--- src/rtl/shift_unit_iter.sv ---
// Iterative barrel shifter: one binary-weighted stage per clock, SHAMT_W stages per operation.
// Optional rotate-left for op 11 is enabled by defining SHIFT_UNIT_ROTATE_EN.
module shift_unit_iter #(
    parameter int WIDTH   = 32,
    parameter int SHAMT_W = 5
) (
    input  logic               clock,
    input  logic               reset,
    input  logic               start,
    input  logic [WIDTH-1:0]   in,
    input  logic [SHAMT_W-1:0] shamt,
    input  logic [1:0]         op,
    output logic               ready,
    output logic               done,
    output logic [WIDTH-1:0]   out
);

    localparam int K_W = (SHAMT_W > 1) ? $clog2(SHAMT_W) : 1;
    localparam logic [K_W-1:0] K_LAST = K_W'(SHAMT_W - 1);

    typedef enum logic [1:0] {
        IDLE = 2'd0,
        RUN  = 2'd1,
        DONE = 2'd2
    } state_t;

    state_t             state_q, state_d;
    logic [K_W-1:0]     k_q, k_d;
    logic [WIDTH-1:0]   work_q, work_d;
    logic [SHAMT_W-1:0] shamt_q, shamt_d;
    logic [1:0]         op_q, op_d;
    logic               sign_q, sign_d;
    logic [WIDTH-1:0]   out_q, out_d;
    logic               done_q, done_d;

    logic               is_right;
    logic               fill_bit;
    logic               stage_bit;
    logic [WIDTH-1:0]   stage_sel;
    logic [WIDTH-1:0]   stage_res [SHAMT_W];

    // srl and sra share the right-shift path; only the fill bit differs.
    assign is_right = (op_q == 2'b01) || (op_q == 2'b10);
    assign fill_bit = (op_q == 2'b10) && sign_q;

`ifdef SHIFT_UNIT_ROTATE_EN
    logic is_rot;
    assign is_rot = (op_q == 2'b11);
`endif

    genvar gi;
    generate
        for (gi = 0; gi < SHAMT_W; gi++) begin : g_stage
            localparam int S = 1 << gi;
            logic [WIDTH-1:0] left_s;
            logic [WIDTH-1:0] right_s;

            assign left_s  = {work_q[WIDTH-1-S:0], {S{1'b0}}};
            assign right_s = {{S{fill_bit}}, work_q[WIDTH-1:S]};

`ifdef SHIFT_UNIT_ROTATE_EN
            logic [WIDTH-1:0] rot_s;
            assign rot_s = {work_q[WIDTH-1-S:0], work_q[WIDTH-1:WIDTH-S]};
            assign stage_res[gi] = is_rot ? rot_s : (is_right ? right_s : left_s);
`else
            assign stage_res[gi] = is_right ? right_s : left_s;
`endif
        end
    endgenerate

    // Pick the candidate for the current stage and whether its shamt bit is set.
    always_comb begin
        stage_bit = 1'b0;
        stage_sel = work_q;
        for (int i = 0; i < SHAMT_W; i++) begin
            if (k_q == K_W'(i)) begin
                stage_bit = shamt_q[i];
                stage_sel = stage_res[i];
            end
        end
    end

    always_comb begin
        state_d = state_q;
        k_d     = k_q;
        work_d  = work_q;
        shamt_d = shamt_q;
        op_d    = op_q;
        sign_d  = sign_q;
        out_d   = out_q;
        done_d  = 1'b0;

        case (state_q)
            IDLE: begin
                if (start) begin
                    work_d  = in;
                    shamt_d = shamt;
                    op_d    = op;
                    sign_d  = in[WIDTH-1];
                    k_d     = '0;
                    state_d = RUN;
                end
            end
            RUN: begin
                if (stage_bit) begin
                    work_d = stage_sel;
                end
                k_d = k_q + 1'b1;
                if (k_q == K_LAST) begin
                    state_d = DONE;
                end
            end
            DONE: begin
                // done and out are registered so they appear together on the edge leaving DONE.
                out_d   = work_q;
                done_d  = 1'b1;
                state_d = IDLE;
            end
            default: begin
                state_d = IDLE;
            end
        endcase
    end

    always_ff @(posedge clock) begin
        if (reset) begin
            state_q <= IDLE;
            k_q     <= '0;
            work_q  <= '0;
            shamt_q <= '0;
            op_q    <= '0;
            sign_q  <= 1'b0;
            out_q   <= '0;
            done_q  <= 1'b0;
        end else begin
            state_q <= state_d;
            k_q     <= k_d;
            work_q  <= work_d;
            shamt_q <= shamt_d;
            op_q    <= op_d;
            sign_q  <= sign_d;
            out_q   <= out_d;
            done_q  <= done_d;
        end
    end

    assign ready = (state_q == IDLE);
    assign done  = done_q;
    assign out   = out_q;

endmodule

--- config.mk ---
export PLATFORM = sky130hd
export DESIGN_NAME = shift_unit_iter
export DESIGN_NICKNAME = d
export VERILOG_FILES = /design/src/rtl/shift_unit_iter.sv
export SDC_FILE = /design/constraint.sdc
export NUM_CORES = 1
export LEC_CHECK = 0
export ABC_CLOCK_PERIOD_IN_PS = 2400
export CAP_MARGIN = 20
export CORE_MARGIN = 1
export CORE_UTILIZATION = 56
export DETAILED_ROUTE_END_ITERATION = 8
export PLACE_DENSITY = 0.81
export SLEW_MARGIN = 10
export SYNTH_ARGS = -nofsm -noshare
export SYNTH_HDL_FRONTEND = slang
export SYNTH_SLANG_ARGS = --single-unit
--- constraint.sdc ---
create_clock -name clock -period 2.4 [get_ports clock]
set_input_delay 0.48 -clock clock [delete_from_list [all_inputs] [get_ports clock]]
set_output_delay 0.48 -clock clock [all_outputs]
set_load 0.02 [all_outputs]
**After elaboration in Yosys (flattened, before gate mapping)**

Index checks and enable logic that the tools add are counted.

- Add/sub/neg operators: 1
- Reduce and logical (&&, ||, !) cells: 9
- Multiplexer cells: 24
- Eq/ne operators: 12

Operators with widths:

| kind | number |
|---|---|
| two-way mux 32 bit | 12 |
| case mux 32 bit (2 select lines) | 1 |
| equality test 3 x 2 -> 1 bit (second input constant) | 2 |
| two-way mux 1 bit | 6 |
| != test 2 bit (second input constant) | 3 |
| != test 6 bit (second input constant) | 1 |
| case mux 3 bit (2 select lines) | 1 |
| AND reduction 2 bit | 3 |
| equality test 2 x 1 -> 1 bit (second input constant) | 2 |
| equality test 2 bit (second input constant) | 2 |
| two-way mux 2 bit | 2 |
| case mux 2 bit (2 select lines) | 1 |
| AND reduction 4 bit | 1 |
| adder 3 x 1 -> 3 bit (second input constant) | 1 |
| equality test 3 x 1 -> 1 bit (second input constant) | 1 |
| equality test 3 bit (second input constant) | 1 |
| logical NOT 3 bit | 1 |
| two-way mux 3 bit | 1 |
| logical NOT 2 bit | 1 |
| nonzero test 2 bit | 1 |
| logical AND 1 bit | 1 |
| logical OR 1 bit | 1 |

- Word-level logic and storage cells: 54
- Register bits: 78
- Output and inout port bits: 34
- Input bits: 42

**Longest topological paths before layout**

Gate-level depths: netlist of the first run.

- Word-level depth: 10
- Gate-level depth with buffers: 11

**Worst setup path before layout of the first run**

No wires, ideal clock.

- Kind: register -> register
- Start: register op_q[0]
- End: register work_q[21]
- Cell stages (with the launch flop): 11
- Slack: 0.244 ns
- Required time: 2.270 ns
- Arrival: 2.026 ns
- Setup time: 0.130 ns
- Buffers on the path: 3
- Cells stage by stage: dfxtp_1 > inv_1 > ha_1 > buf_2 > buf_4 > buf_4 > nand2_1 > a21oi_1 > or4_1 > a311oi_1 > o41ai_2

- Cells in the longest elaborated chain, start to end: 10

Ends and longest elaborated chain:

| item | line | RTL |
|---|---|---|
| start, declared | 31 | `logic [1:0] op_q, op_d;` |
| start signal, assigned | 140 | `op_q <= op_d;` |
| equality test 2 x 1 -> 1 bit or equality test 2 bit (tied branches) | 43, 44 |  |
| logical OR 1 bit | 43 | `assign is_right = (op_q == 2'b01) \|\| (op_q == 2'b10);` |
| two-way mux 32 bit | 66 | `assign stage_res[gi] = is_right ? right_s : left_s;` |
| two-way mux 32 bit (4 in series) | 76 | `if (k_q == K_W'(i)) begin` |
| two-way mux 32 bit * | 76 |  |
| two-way mux 32 bit * | 105 | `if (stage_bit) begin` |
| case mux 32 bit (2 select lines) * | 93 | `case (state_q)` |
| end signal, assigned | 138 | `work_q <= work_d;` |
| end, declared | 29 | `logic [WIDTH-1:0] work_q, work_d;` |

Mark *: on every way between the ends. The rest lies on a longest branch, timed or not. The select of a mux whose other input is x is not followed.
A chain may end at the register's enable or synchronous reset.

**Worst setup path in the final report of the first run**

- Start: register op_q[0]
- End: register work_q[27]

The elaborated chain is that of the path after synthesis.

==> flow_summary_export.csv, run 1 <==
group,metric,value,unit
status,outcome,"finished clean",
routing,wl,20000,um
worst_setup_path,worstSetupPathType,"reg -> reg",
sta,max_freq,0.421,GHz
worst_setup_path,timing.rr.start,"op_q[0]$_SDFFE_PP0P_",
floorplanning,ios,76,
place,place_area,0.00644,sq mm
routing,vias_per_cell,6.72,
sta,rsz0062_at_grt,"true",
worst_setup_path,r2r_end,"work_q[27]$_SDFFE_PP0P_",
worst_setup_path,cp-end-kind,"flip-flop",
global_route,use_met1,50.8,%
global_route,grt_use_met3,7.63,%
floorplanning,fp.dieArea,0.0101,sq mm
yosys,synth_enable_flop_cells,0,
yosys,ys_warn_count,0,
yosys,syn_area,0.00543,sq mm
sta,fin_crit,2.38,ns
place,gp_congestion,1.05,
clock_tree,htreeDepth,3,
finish,diodes,0,
power_and_ir_drop,powerDensity,519,mW/mm^2
yosys,synth-xor-area-share,0,%
finish,syn2layout_area_growth,26.0,%
clock_tree,insertion_delay,0.36,ns
place,port_buffers,75,
global_route,grt_busiest_layer,"met2",
sta,slew_viol_final,0,
routing,vias,6265,
floorplanning,initial_utilization,58.3,%
worst_setup_path,start_kind,"flip-flop",
worst_hold_path,hold_path.class,"reg -> reg",
worst_setup_path,worstPathRequired,2.64,ns
sta,hold_ws,0.456,ns
worst_setup_path,max_stage_delay,0.52,ns
finish,nets,846,
power_and_ir_drop,seqPwrFrac,42.4,%
finish,fill_cells,731,
yosys,ys.flop_type,"dfxtp_1",
power_and_ir_drop,intPower,2.31,mW
yosys,synth_seq_cells,78,
clock_tree,clock-root-buffer,"clkbuf_8",
sta,worst_pin_slew,0.470,ns
yosys,synth_area_per_cell,7.52,sq um
power_and_ir_drop,sw_frac_of_total,34.9,%
worst_hold_path,worstHoldEndpoint,"out[5]$_SDFFE_PP0P_",
sta,tns,0,ns
worst_setup_path,worst_path_max_delay_cell,"or4_1",
routing,drt_iter0_drc,674,
global_route,grt_max_degree,100,
yosys,synth_fp_nets,771,
global_route,antenna_found_initial,0,
clock_tree,cts_inserted_buffers,9,
finish,multi_input_area,0.00360,sq mm
yosys,post-synth-top-area-fraction,28.7,%
sta,clock_skew,0.0128,ns
place,dp_hpwl,13500,um
global_route,grt_overflow_total,0,
worst_setup_path,reg2regPathDepth,8,
yosys,yosys.area_share.simple,27.8,%
finish,regArea,0.00157,sq mm
floorplanning,die_x,101,um
power_and_ir_drop,power.share.clock,28.2,%
worst_setup_path,crit_fanout,20,
worst_hold_path,min_path_cells,2,
finish,finalInstanceArea,0.00685,sq mm
global_route,grt_use_total,39.1,%
floorplanning,chipHeight,101,um
power_and_ir_drop,leakagePower,2.40,nW
yosys,yosysSeqAreaShare,28.7,%
power_and_ir_drop,power_frac_comb,29.4,%
sta,hold_viol,0,
finish,layout-drive-gt1-share,17.6,%
global_route,met2_usage,63.6,%
clock_tree,cts-hold-fix-buffers,0,
routing,postRouteAntennaNets,0,
yosys,synth_top_family_by_area,"compound AO/OA/AOI/OAI gates",
clock_tree,clk_pin_slew,0.09,ns
yosys,synthArstFlopShare,0,%
worst_setup_path,crit_chain,"inv_1 -> ha_4 -> buf_12 -> nand2b_1 -> a21oi_1 -> or4_1 -> a311oi_2 -> o41ai_2",
sta,slew-limit-headroom,68.7,%
routing,drc_errors,0,
clock_tree,cts_buffer_depth,2,
sta,setup_viol,0,
global_route,first_global_vias,5784,
floorplanning,core,0.00933,sq mm
routing,wl_per_cell,21.4,um
finish,post-route-util,73.4,%
worst_hold_path,hp-start,"out[5]$_SDFFE_PP0P_",
power_and_ir_drop,vdd_drop_max,0.368,mV
yosys,synth_top_cell_by_area,"dfxtp_1",
yosys,synthAdderAreaFrac,1.38,%
worst_setup_path,rrSetupSlack,0.02,ns
clock_tree,cts_tree,"yes",
power_and_ir_drop,p_sw,1.24,mW
floorplanning,row_count,35,
yosys,yosys-top-cells-area,"dfxtp_1, a21oi_1, nand2_1",
sta,post-route-period-util,99.0,%
yosys,yosysUniqueCellTypes,59,
clock_tree,cts.sinks,78,
yosys,synthCells,723,
yosys,synthMuxAreaShare,0.391,%
routing,drt_first_pass_iters,6,
global_route,grt_pass1_wl,30800,um
worst_setup_path,cp.arrival,2.62,ns
run,maxCapViolations,0,
yosys,synth-compound-area-share,34.6,%
kinds of logic after synthesis:
| logic type | Yosys count |
|---|---|
| compound gates | 259 |
| flops | 78 |
| simple gates | 300 |
| fa+ha+maj | 6 |
| mux | 2 |
| buf+inv | 78 |
layout by cell type (no fill, tap or decap), types with 3 or more instances in the layout:
cell / count
a211oi_1: 9
nand2b_2: 3
a31oi_1: 15
o22ai_1: 3
o221ai_1: 7
dfxtp_2: 3
clkdlybuf4s50_1: 74
dfxtp_1: 75
a21o_1: 3
ha_1: 3
clkbuf_8: 9
and2_1: 13
o41ai_1: 3
nand4b_1: 7
o21ai_0: 37
nand3_1: 18
and3_1: 7
nand3b_1: 22
a311oi_1: 9
a311o_1: 3
nor3_1: 5
clkinvlp_4: 3
buf_12: 7
or4_1: 10
nand2b_1: 19
nand2_1: 123
o41ai_2: 19
nor2b_2: 4
nor2b_1: 14
a311oi_2: 7
inv_1: 6
nor2_1: 42
a221oi_1: 3
buf_4: 50
a2111oi_2: 4
a21oi_1: 114
critical path: cells and delay by family, from the launching register on:
kind            cells  cell delay (ns)
simple gates        2             0.82
compound gates      3             0.54
flops               1             0.34
fa+ha+maj           1             0.32
buf+inv             2             0.24
power by group through the flow:
stage | Combinational [mW] | Sequential [mW] | Clock, mW
3_5_place_dp | 0.930 | 1.52 | 0
2_1_floorplan | 0.642 | 1.46 | 0
4_1_cts | 0.940 | 1.49 | 1.01
5_1_grt | 1.11 | 1.51 | 1.05
6_report | 1.05 | 1.50 | 1.00
3_3_place_gp | 0.919 | 1.52 | 0
flip-flops by register name, summed over array words and instances (netlist names):
name     cells
state_q      2
out         32
done         1
op_q         2
k_q          3
sign_q       1
shamt_q      5
work_q      32
what timing repair did:
action,CTS,global route
setup endpoints to repair,9,32
cloned,0,2
gates resized for setup,4,28
buffers inserted,0,9
pin swaps,0,5
hold endpoints to repair,0,0
synthesized netlist by cell type (7+ instances only):
library cell  count
nand2_1         125
a21oi_1         114
dfxtp_1          78
nor2_1           42
clkbuf_1         40
o21ai_0          37
nand2b_1         24
nand3b_1         22
o41ai_2          19
nand3_1          18
nor2b_1          18
buf_2            17
a31oi_1          15
and2_1           15
a211oi_1         10
a311oi_1         10
or4_1            10
buf_6             8
and3_1            7
nand4b_1          7
o221ai_1          7
metal layers:
metal	share of wire, %	vias to the layer above
met4	4.7	0
met3	11	106
met5	0	-
met2	45	454
li1	-	2794
met1	39	2911
worst max path at each step:
stage / end / start / slack (ns) / cells after the start
floorplan: work_q[21]$_SDFFE_PP0P_ / op_q[0]$_SDFFE_PP0P_ / 0.24 / 10
global route: work_q[18]$_SDFFE_PP0P_ / k_q[0]$_SDFFE_PP0P_ / -0.006 / 8
CTS: work_q[3]$_SDFFE_PP0P_ / k_q[0]$_SDFFE_PP0P_ / 0.007 / 8
global placement: work_q[16]$_SDFFE_PP0P_ / op_q[0]$_SDFFE_PP0P_ / -0.02 / 9
detailed placement: work_q[16]$_SDFFE_PP0P_ / k_q[0]$_SDFFE_PP0P_ / -0.03 / 9
finish: work_q[27]$_SDFFE_PP0P_ / op_q[0]$_SDFFE_PP0P_ / 0.02 / 8
cell type report:
class	count	area share, %
clock buffer	10	1.86
clock inverter	6	0.914
inverter	6	0.329
multi-input combinational	568	52.6
sequential	78	22.9
tap	129	2.36
timing repair buffer	135	19.1
per-stage QoR:
step / cells / power (mW) / setup WS, ns
floorplan: 723 / 2.11 / 0.244
global placement: 905 / 2.44 / -0.0243
detailed placement: 905 / 2.45 / -0.0337
CTS: 921 / 3.44 / 0.00716
global route: 932 / 3.67 / -0.00596
finish: 932 / 3.55 / 0.0228
(Power assumes the default switching activity.)
==> run 2: changes to the inputs <==
- CELL_PAD_IN_SITES_DETAIL_PLACEMENT: unset -> 1
- CELL_PAD_IN_SITES_GLOBAL_PLACEMENT: unset -> 2
- CORE_UTILIZATION: 56 -> 32
- PLACE_DENSITY: 0.81 -> unset
- PLACE_DENSITY_LB_ADDON: unset -> 0.1
==> run 2 against run 1 <==
Compared with the run above: first-iteration DRC count decreased by 49%; clock power grew 56%; setup slack gained 0.042 ns; highest routed layer unchanged; core utilization is 29 points lower; clock-buffer cell count unchanged; critical path depth up 3.
==> flow_summary_export.csv, run 2 (synthesis gave the netlist of run 1 again) <==
group,metric,value,unit
floorplanning,chipHeight,132,um
power_and_ir_drop,powerDensity,577,mW/mm^2
finish,nets,868,
place,place_area,0.00678,sq mm
sta,slew_viol_final,0,
floorplanning,ios,76,
routing,wl,24200,um
place,dp.cells,1018,
worst_setup_path,path_delay_family,"compound AO/OA/AOI/OAI gates",
clock_tree,cts_inserted_buffers,9,
global_route,first_global_vias,6165,
power_and_ir_drop,leakagePower,2.60,nW
finish,diodes,0,
floorplanning,initial_utilization,32.8,%
clock_tree,cts_tree,"yes",
place,gp_congestion,0.890,
sta,fin_crit,2.34,ns
floorplanning,die_x,132,um
finish,post-route-util,44.5,%
routing,wl_per_cell,23.1,um
clock_tree,clock-root-buffer,"clkbuf_16",
power_and_ir_drop,intPower,2.83,mW
power_and_ir_drop,vdd_drop_max,0.371,mV
routing,vias_per_cell,5.79,
sta,slew-limit-headroom,62.7,%
sta,max_freq,0.428,GHz
worst_setup_path,worstSetupPathType,"reg -> reg",
clock_tree,htreeDepth,3,
worst_setup_path,crit_fanout,6,
worst_setup_path,worstPathRequired,2.66,ns
status,outcome,"finished clean",
sta,setup_viol,0,
worst_setup_path,worst_path_max_delay_cell,"a2111oi_4",
routing,vias,6048,
power_and_ir_drop,power,4.26,mW
run,maxCapViolations,0,
finish,layout-drive-gt1-share,19.0,%
routing,drt_iter0_drc,345,
sta,hold_viol,0,
place,port_buffers,75,
routing,postRouteAntennaNets,0,
finish,stdcell_count,1045,
sta,worst_pin_slew,0.560,ns
power_and_ir_drop,seqPwrFrac,35.8,%
finish,syn2layout_area_growth,35.9,%
worst_setup_path,max_stage_delay,0.41,ns
finish,final_common_cell,"nand2_1",
global_route,grt_max_degree,44,
place,dp_hpwl,17400,um
floorplanning,fp.dieArea,0.0175,sq mm
sta,setup_slack,0.0648,ns
worst_setup_path,cp-end-kind,"flip-flop",
sta,tns,0,ns
power_and_ir_drop,power.share.clock,36.6,%
global_route,grt_use_total,27.2,%
worst_setup_path,path_buf_inv,5,
power_and_ir_drop,p_sw,1.43,mW
worst_setup_path,start_kind,"flip-flop",
floorplanning,core,0.0166,sq mm
finish,mostFrequentLayoutCells,"nand2_1, a21oi_1, dfxtp_1",
routing,drc_errors,0,
sta,hold_ws,0.456,ns
worst_hold_path,hold_path.class,"reg -> reg",
worst_setup_path,crit_chain,"inv_2 -> ha_2 -> buf_4 -> a21oi_2 -> a2111oi_4 -> buf_4 -> a2bb2oi_4 -> buf_12 -> buf_12 -> nor2_1 -> a211oi_1",
sta,post-route-period-util,97.3,%
finish,finalInstanceArea,0.00738,sq mm
power_and_ir_drop,power_frac_comb,27.7,%
floorplanning,row_count,47,
routing,drt_first_pass_iters,4,
power_and_ir_drop,sw_frac_of_total,33.5,%
global_route,grt_overflow_total,0,
place,dp_slack,-0.185,ns
clock_tree,cts_buffer_depth,2,
global_route,antenna_found_initial,0,
worst_setup_path,cp.arrival,2.60,ns
sta,clock_skew,0.0122,ns
global_route,grt_pass1_wl,36400,um
clock_tree,cts-hold-fix-buffers,0,
clock_tree,insertion_delay,0.36,ns
clock_tree,clk_pin_slew,0.07,ns
clock_tree,cts.sinks,78,
[run 2: final timing paths]
path	slack [ns]	cells after the start	from	end
max	0.06	11	k_q[1]$_SDFFE_PP0P_	work_q[4]$_SDFFE_PP0P_
min	0.46	2	out[9]$_SDFFE_PP0P_	out[9]$_SDFFE_PP0P_
max reg2reg	0.06	11	k_q[1]$_SDFFE_PP0P_	work_q[4]$_SDFFE_PP0P_
min reg2reg	0.46	2	out[9]$_SDFFE_PP0P_	out[9]$_SDFFE_PP0P_
[run 2: timing repair]
item | CTS | global route
pin swaps | 1 | 2
endpoints found under the setup margin | 6 | 30
gates cloned | 0 | 4
setup buffers | 1 | 6
resized for setup | 6 | 19
[run 2: layout make-up]
type / count / area, sq um
timing repair buffer: 158 / 1610
clock buffer: 10 / 229
clock inverter: 6 / 93.8
sequential: 78 / 1560
inverter: 6 / 25.0
multi-input combinational: 567 / 3590
fill: 2004 / 9200
tap: 220 / 275
[run 2: power by group through the flow]
stage | logic [mW] | registers (mW) | clock network [mW]
2_1_floorplan | 0.642 | 1.46 | 0
3_3_place_gp | 1.02 | 1.55 | 0
3_5_place_dp | 1.04 | 1.55 | 0
4_1_cts | 1.06 | 1.52 | 1.59
5_1_grt | 1.26 | 1.53 | 1.64
6_report | 1.18 | 1.52 | 1.56
[run 2: routing by layer]
metal	vias up	part of all wire [%]	track usage (%)	wire [um]
met5	-	0	0	0
met4	0	3.2	11.8	780
met3	50	3.0	2.81	729
met2	149	51	48.4	12300
met1	3009	43	33.2	10400
li1	2840	-	-	-
[run 2: worst reg2reg max path: cells and delay by family (launching register included)]
| kind | cells | cell delay (ns) |
|---|---|---|
| flip-flops | 1 | 0.35 |
| buffers and inverters | 5 | 0.70 |
| adder cells (fa/ha/maj) | 1 | 0.19 |
| AO/OA/AOI/OAI | 4 | 0.97 |
| AND/OR/NAND/NOR | 1 | 0.04 |
==> run 3: changes to the inputs <==
- ABC_CLOCK_PERIOD_IN_PS: 2400 -> 2140
- CORE_ASPECT_RATIO: unset -> 1.25
- CORE_UTILIZATION: 32 -> 29
- clock period: 2.4 -> 2.14 ns (I/O delays scaled with it)
==> run 3 against run 2 <==
Compared with the run above: first-iteration DRC count shrank 1.2%; register-to-register slack got worse by 0.11 ns; the run now ends with negative setup slack left; die area rose by 10%; clock-buffer cell count did not move.
==> flow_summary_export.csv, run 3 (synthesis gave the netlist of run 1 again) <==
group,metric,value,unit
routing,drc_errors,0,
global_route,grt_pass1_wl,39700,um
floorplanning,initial_utilization,29.8,%
worst_setup_path,worst_path_max_delay_cell,"a311o_1",
clock_tree,cts_buffer_depth,2,
finish,finalInstanceArea,0.00819,sq mm
routing,vias,6269,
sta,hold_ws,0.452,ns
floorplanning,row_count,55,
sta,worst_pin_slew,0.842,ns
worst_setup_path,cp.arrival,2.45,ns
worst_setup_path,crit_start,"k_q[0]$_SDFFE_PP0P_",
worst_setup_path,reg2regPathDepth,9,
routing,drt_first_pass_iters,5,
worst_hold_path,hold_path.class,"reg -> reg",
place,gp_congestion,0.898,
sta,fin_crit,2.18,ns
worst_setup_path,cp-endpoint,"work_q[6]$_SDFFE_PP0P_",
finish,nets,927,
worst_setup_path,path_delay_family,"compound AO/OA/AOI/OAI gates",
place,port_buffers,75,
finish,final_common_cell,"buf_4",
place,place_area,0.00718,sq mm
sta,post-route-period-util,102,%
sta,tns,-0.348,ns
sta,slew-limit-headroom,43.9,%
global_route,antenna_found_initial,0,
floorplanning,fp.dieArea,0.0193,sq mm
power_and_ir_drop,powerDensity,591,mW/mm^2
finish,layout-drive-gt1-share,31.0,%
power_and_ir_drop,leakagePower,2.98,nW
worst_setup_path,start_kind,"flip-flop",
worst_setup_path,rrSetupSlack,-0.04,ns
floorplanning,ios,76,
place,dp_hpwl,18400,um
routing,postRouteAntennaNets,0,
finish,stdcell_count,1111,
status,outcome,"finished, violations left",
worst_setup_path,max_stage_delay,0.40,ns
place,dp_slack,-0.323,ns
floorplanning,die_x,124,um
place,dp.cells,1080,
floorplanning,core,0.0182,sq mm
status,violations,"negative setup slack",
clock_tree,clk_pin_slew,0.06,ns
global_route,grt_max_degree,71,
routing,drt_iter0_drc,341,
sta,slew_viol_final,0,
worst_setup_path,cp-end-kind,"flip-flop",
sta,setup_viol,17,
clock_tree,cts_tree,"yes",
clock_tree,htreeDepth,3,
finish,diodes,0,
global_route,first_global_vias,6679,
clock_tree,cts-hold-fix-buffers,0,
run,maxCapViolations,0,
floorplanning,chipHeight,155,um
clock_tree,clock-root-buffer,"clkbuf_16",
routing,wl,25700,um
worst_setup_path,path_buf_inv,4,
power_and_ir_drop,vdd_drop_max,0.381,mV
routing,vias_per_cell,5.64,
clock_tree,cts_inserted_buffers,9,
clock_tree,insertion_delay,0.36,ns
worst_setup_path,crit_chain,"buf_6 -> ha_4 -> ha_4 -> a311o_1 -> buf_4 -> a2bb2oi_4 -> clkbuf_16 -> buf_6 -> a311oi_2",
sta,setup_slack,-0.0405,ns
global_route,grt_overflow_total,0,
global_route,grt_use_total,26.6,%
worst_setup_path,crit_fanout,7,
sta,clock_skew,0.00858,ns
finish,mostFrequentLayoutCells,"buf_4, nand2_1, a21oi_1",
worst_setup_path,worstSetupPathType,"reg -> reg",
worst_setup_path,r2r_end,"work_q[6]$_SDFFE_PP0P_",
clock_tree,cts.sinks,78,
sta,max_freq,0.459,GHz
worst_setup_path,worstPathRequired,2.41,ns
sta,rsz0062_at_grt,"true",
sta,hold_viol,0,
finish,syn2layout_area_growth,50.7,%
worst_setup_path,cp_num_cells,9,
worst_setup_path,timing.rr.start,"k_q[0]$_SDFFE_PP0P_",
routing,wl_per_cell,23.1,um
[run 3: report_power, final]
group          switching, mW  internal (mW)
logic                  0.783          0.760
clock network          0.683          0.900
registers              0.177           1.54
total                   1.64           3.20
[run 3: repair_timing]
action | in CTS | in global routing
endpoints found under the hold margin | 0 | 0
gates cloned | 2 | 2
pin swaps | 22 | 22
buffers inserted | 9 | 3
gates resized for setup | 78 | 44
endpoints found under the setup margin | 32 | 33
[run 3: worst register-to-register path, delay by kind of cell (launching register included)]
family	cells	cell delay, ns
buf+inv	4	0.56
fa+ha+maj	2	0.34
compound gates	3	0.81
flops	1	0.37
[run 3: worst min path at each step]
stage / endpoint / depth (start not counted) / slack [ns] / from
global placement: out[15]$_SDFFE_PP0P_ / 2 / 0.44 / out[15]$_SDFFE_PP0P_
finish: out[23]$_SDFFE_PP0P_ / 2 / 0.45 / out[23]$_SDFFE_PP0P_
CTS: out[23]$_SDFFE_PP0P_ / 2 / 0.46 / out[23]$_SDFFE_PP0P_
global route: out[23]$_SDFFE_PP0P_ / 2 / 0.47 / out[23]$_SDFFE_PP0P_
floorplan: shamt_q[4]$_SDFFE_PP0P_ / 2 / 0.43 / shamt_q[4]$_SDFFE_PP0P_
detailed placement: out[23]$_SDFFE_PP0P_ / 2 / 0.45 / out[23]$_SDFFE_PP0P_
[run 3: cell type report]
cell class | count | area (sq um)
fill | 2151 | 10000
multi-input combinational | 567 | 3920
timing repair buffer | 217 | 2090
sequential | 78 | 1570
tap | 228 | 285
clock buffer | 10 | 229
clock inverter | 5 | 61.3
inverter | 6 | 28.8
[run 3: stage by stage]
stage / power [mW] / util (%)
final: 4.84 / 44.9
after global placement: 2.97 / 39.4
after floorplan: 2.36 / -
after CTS: 4.74 / 43.4
after detailed placement: 2.98 / 39.4
after global routing: 5.05 / 44.9
[run 3: routing by layer]
metal / vias up / track usage, % / part of all wire (%)
met4: 0 / 10.0 / 2.8
met3: 44 / 3.37 / 3.9
met2: 173 / 47.1 / 50
li1: 2963 / - / -
met1: 3089 / 32.6 / 43
met5: - / 0 / 0
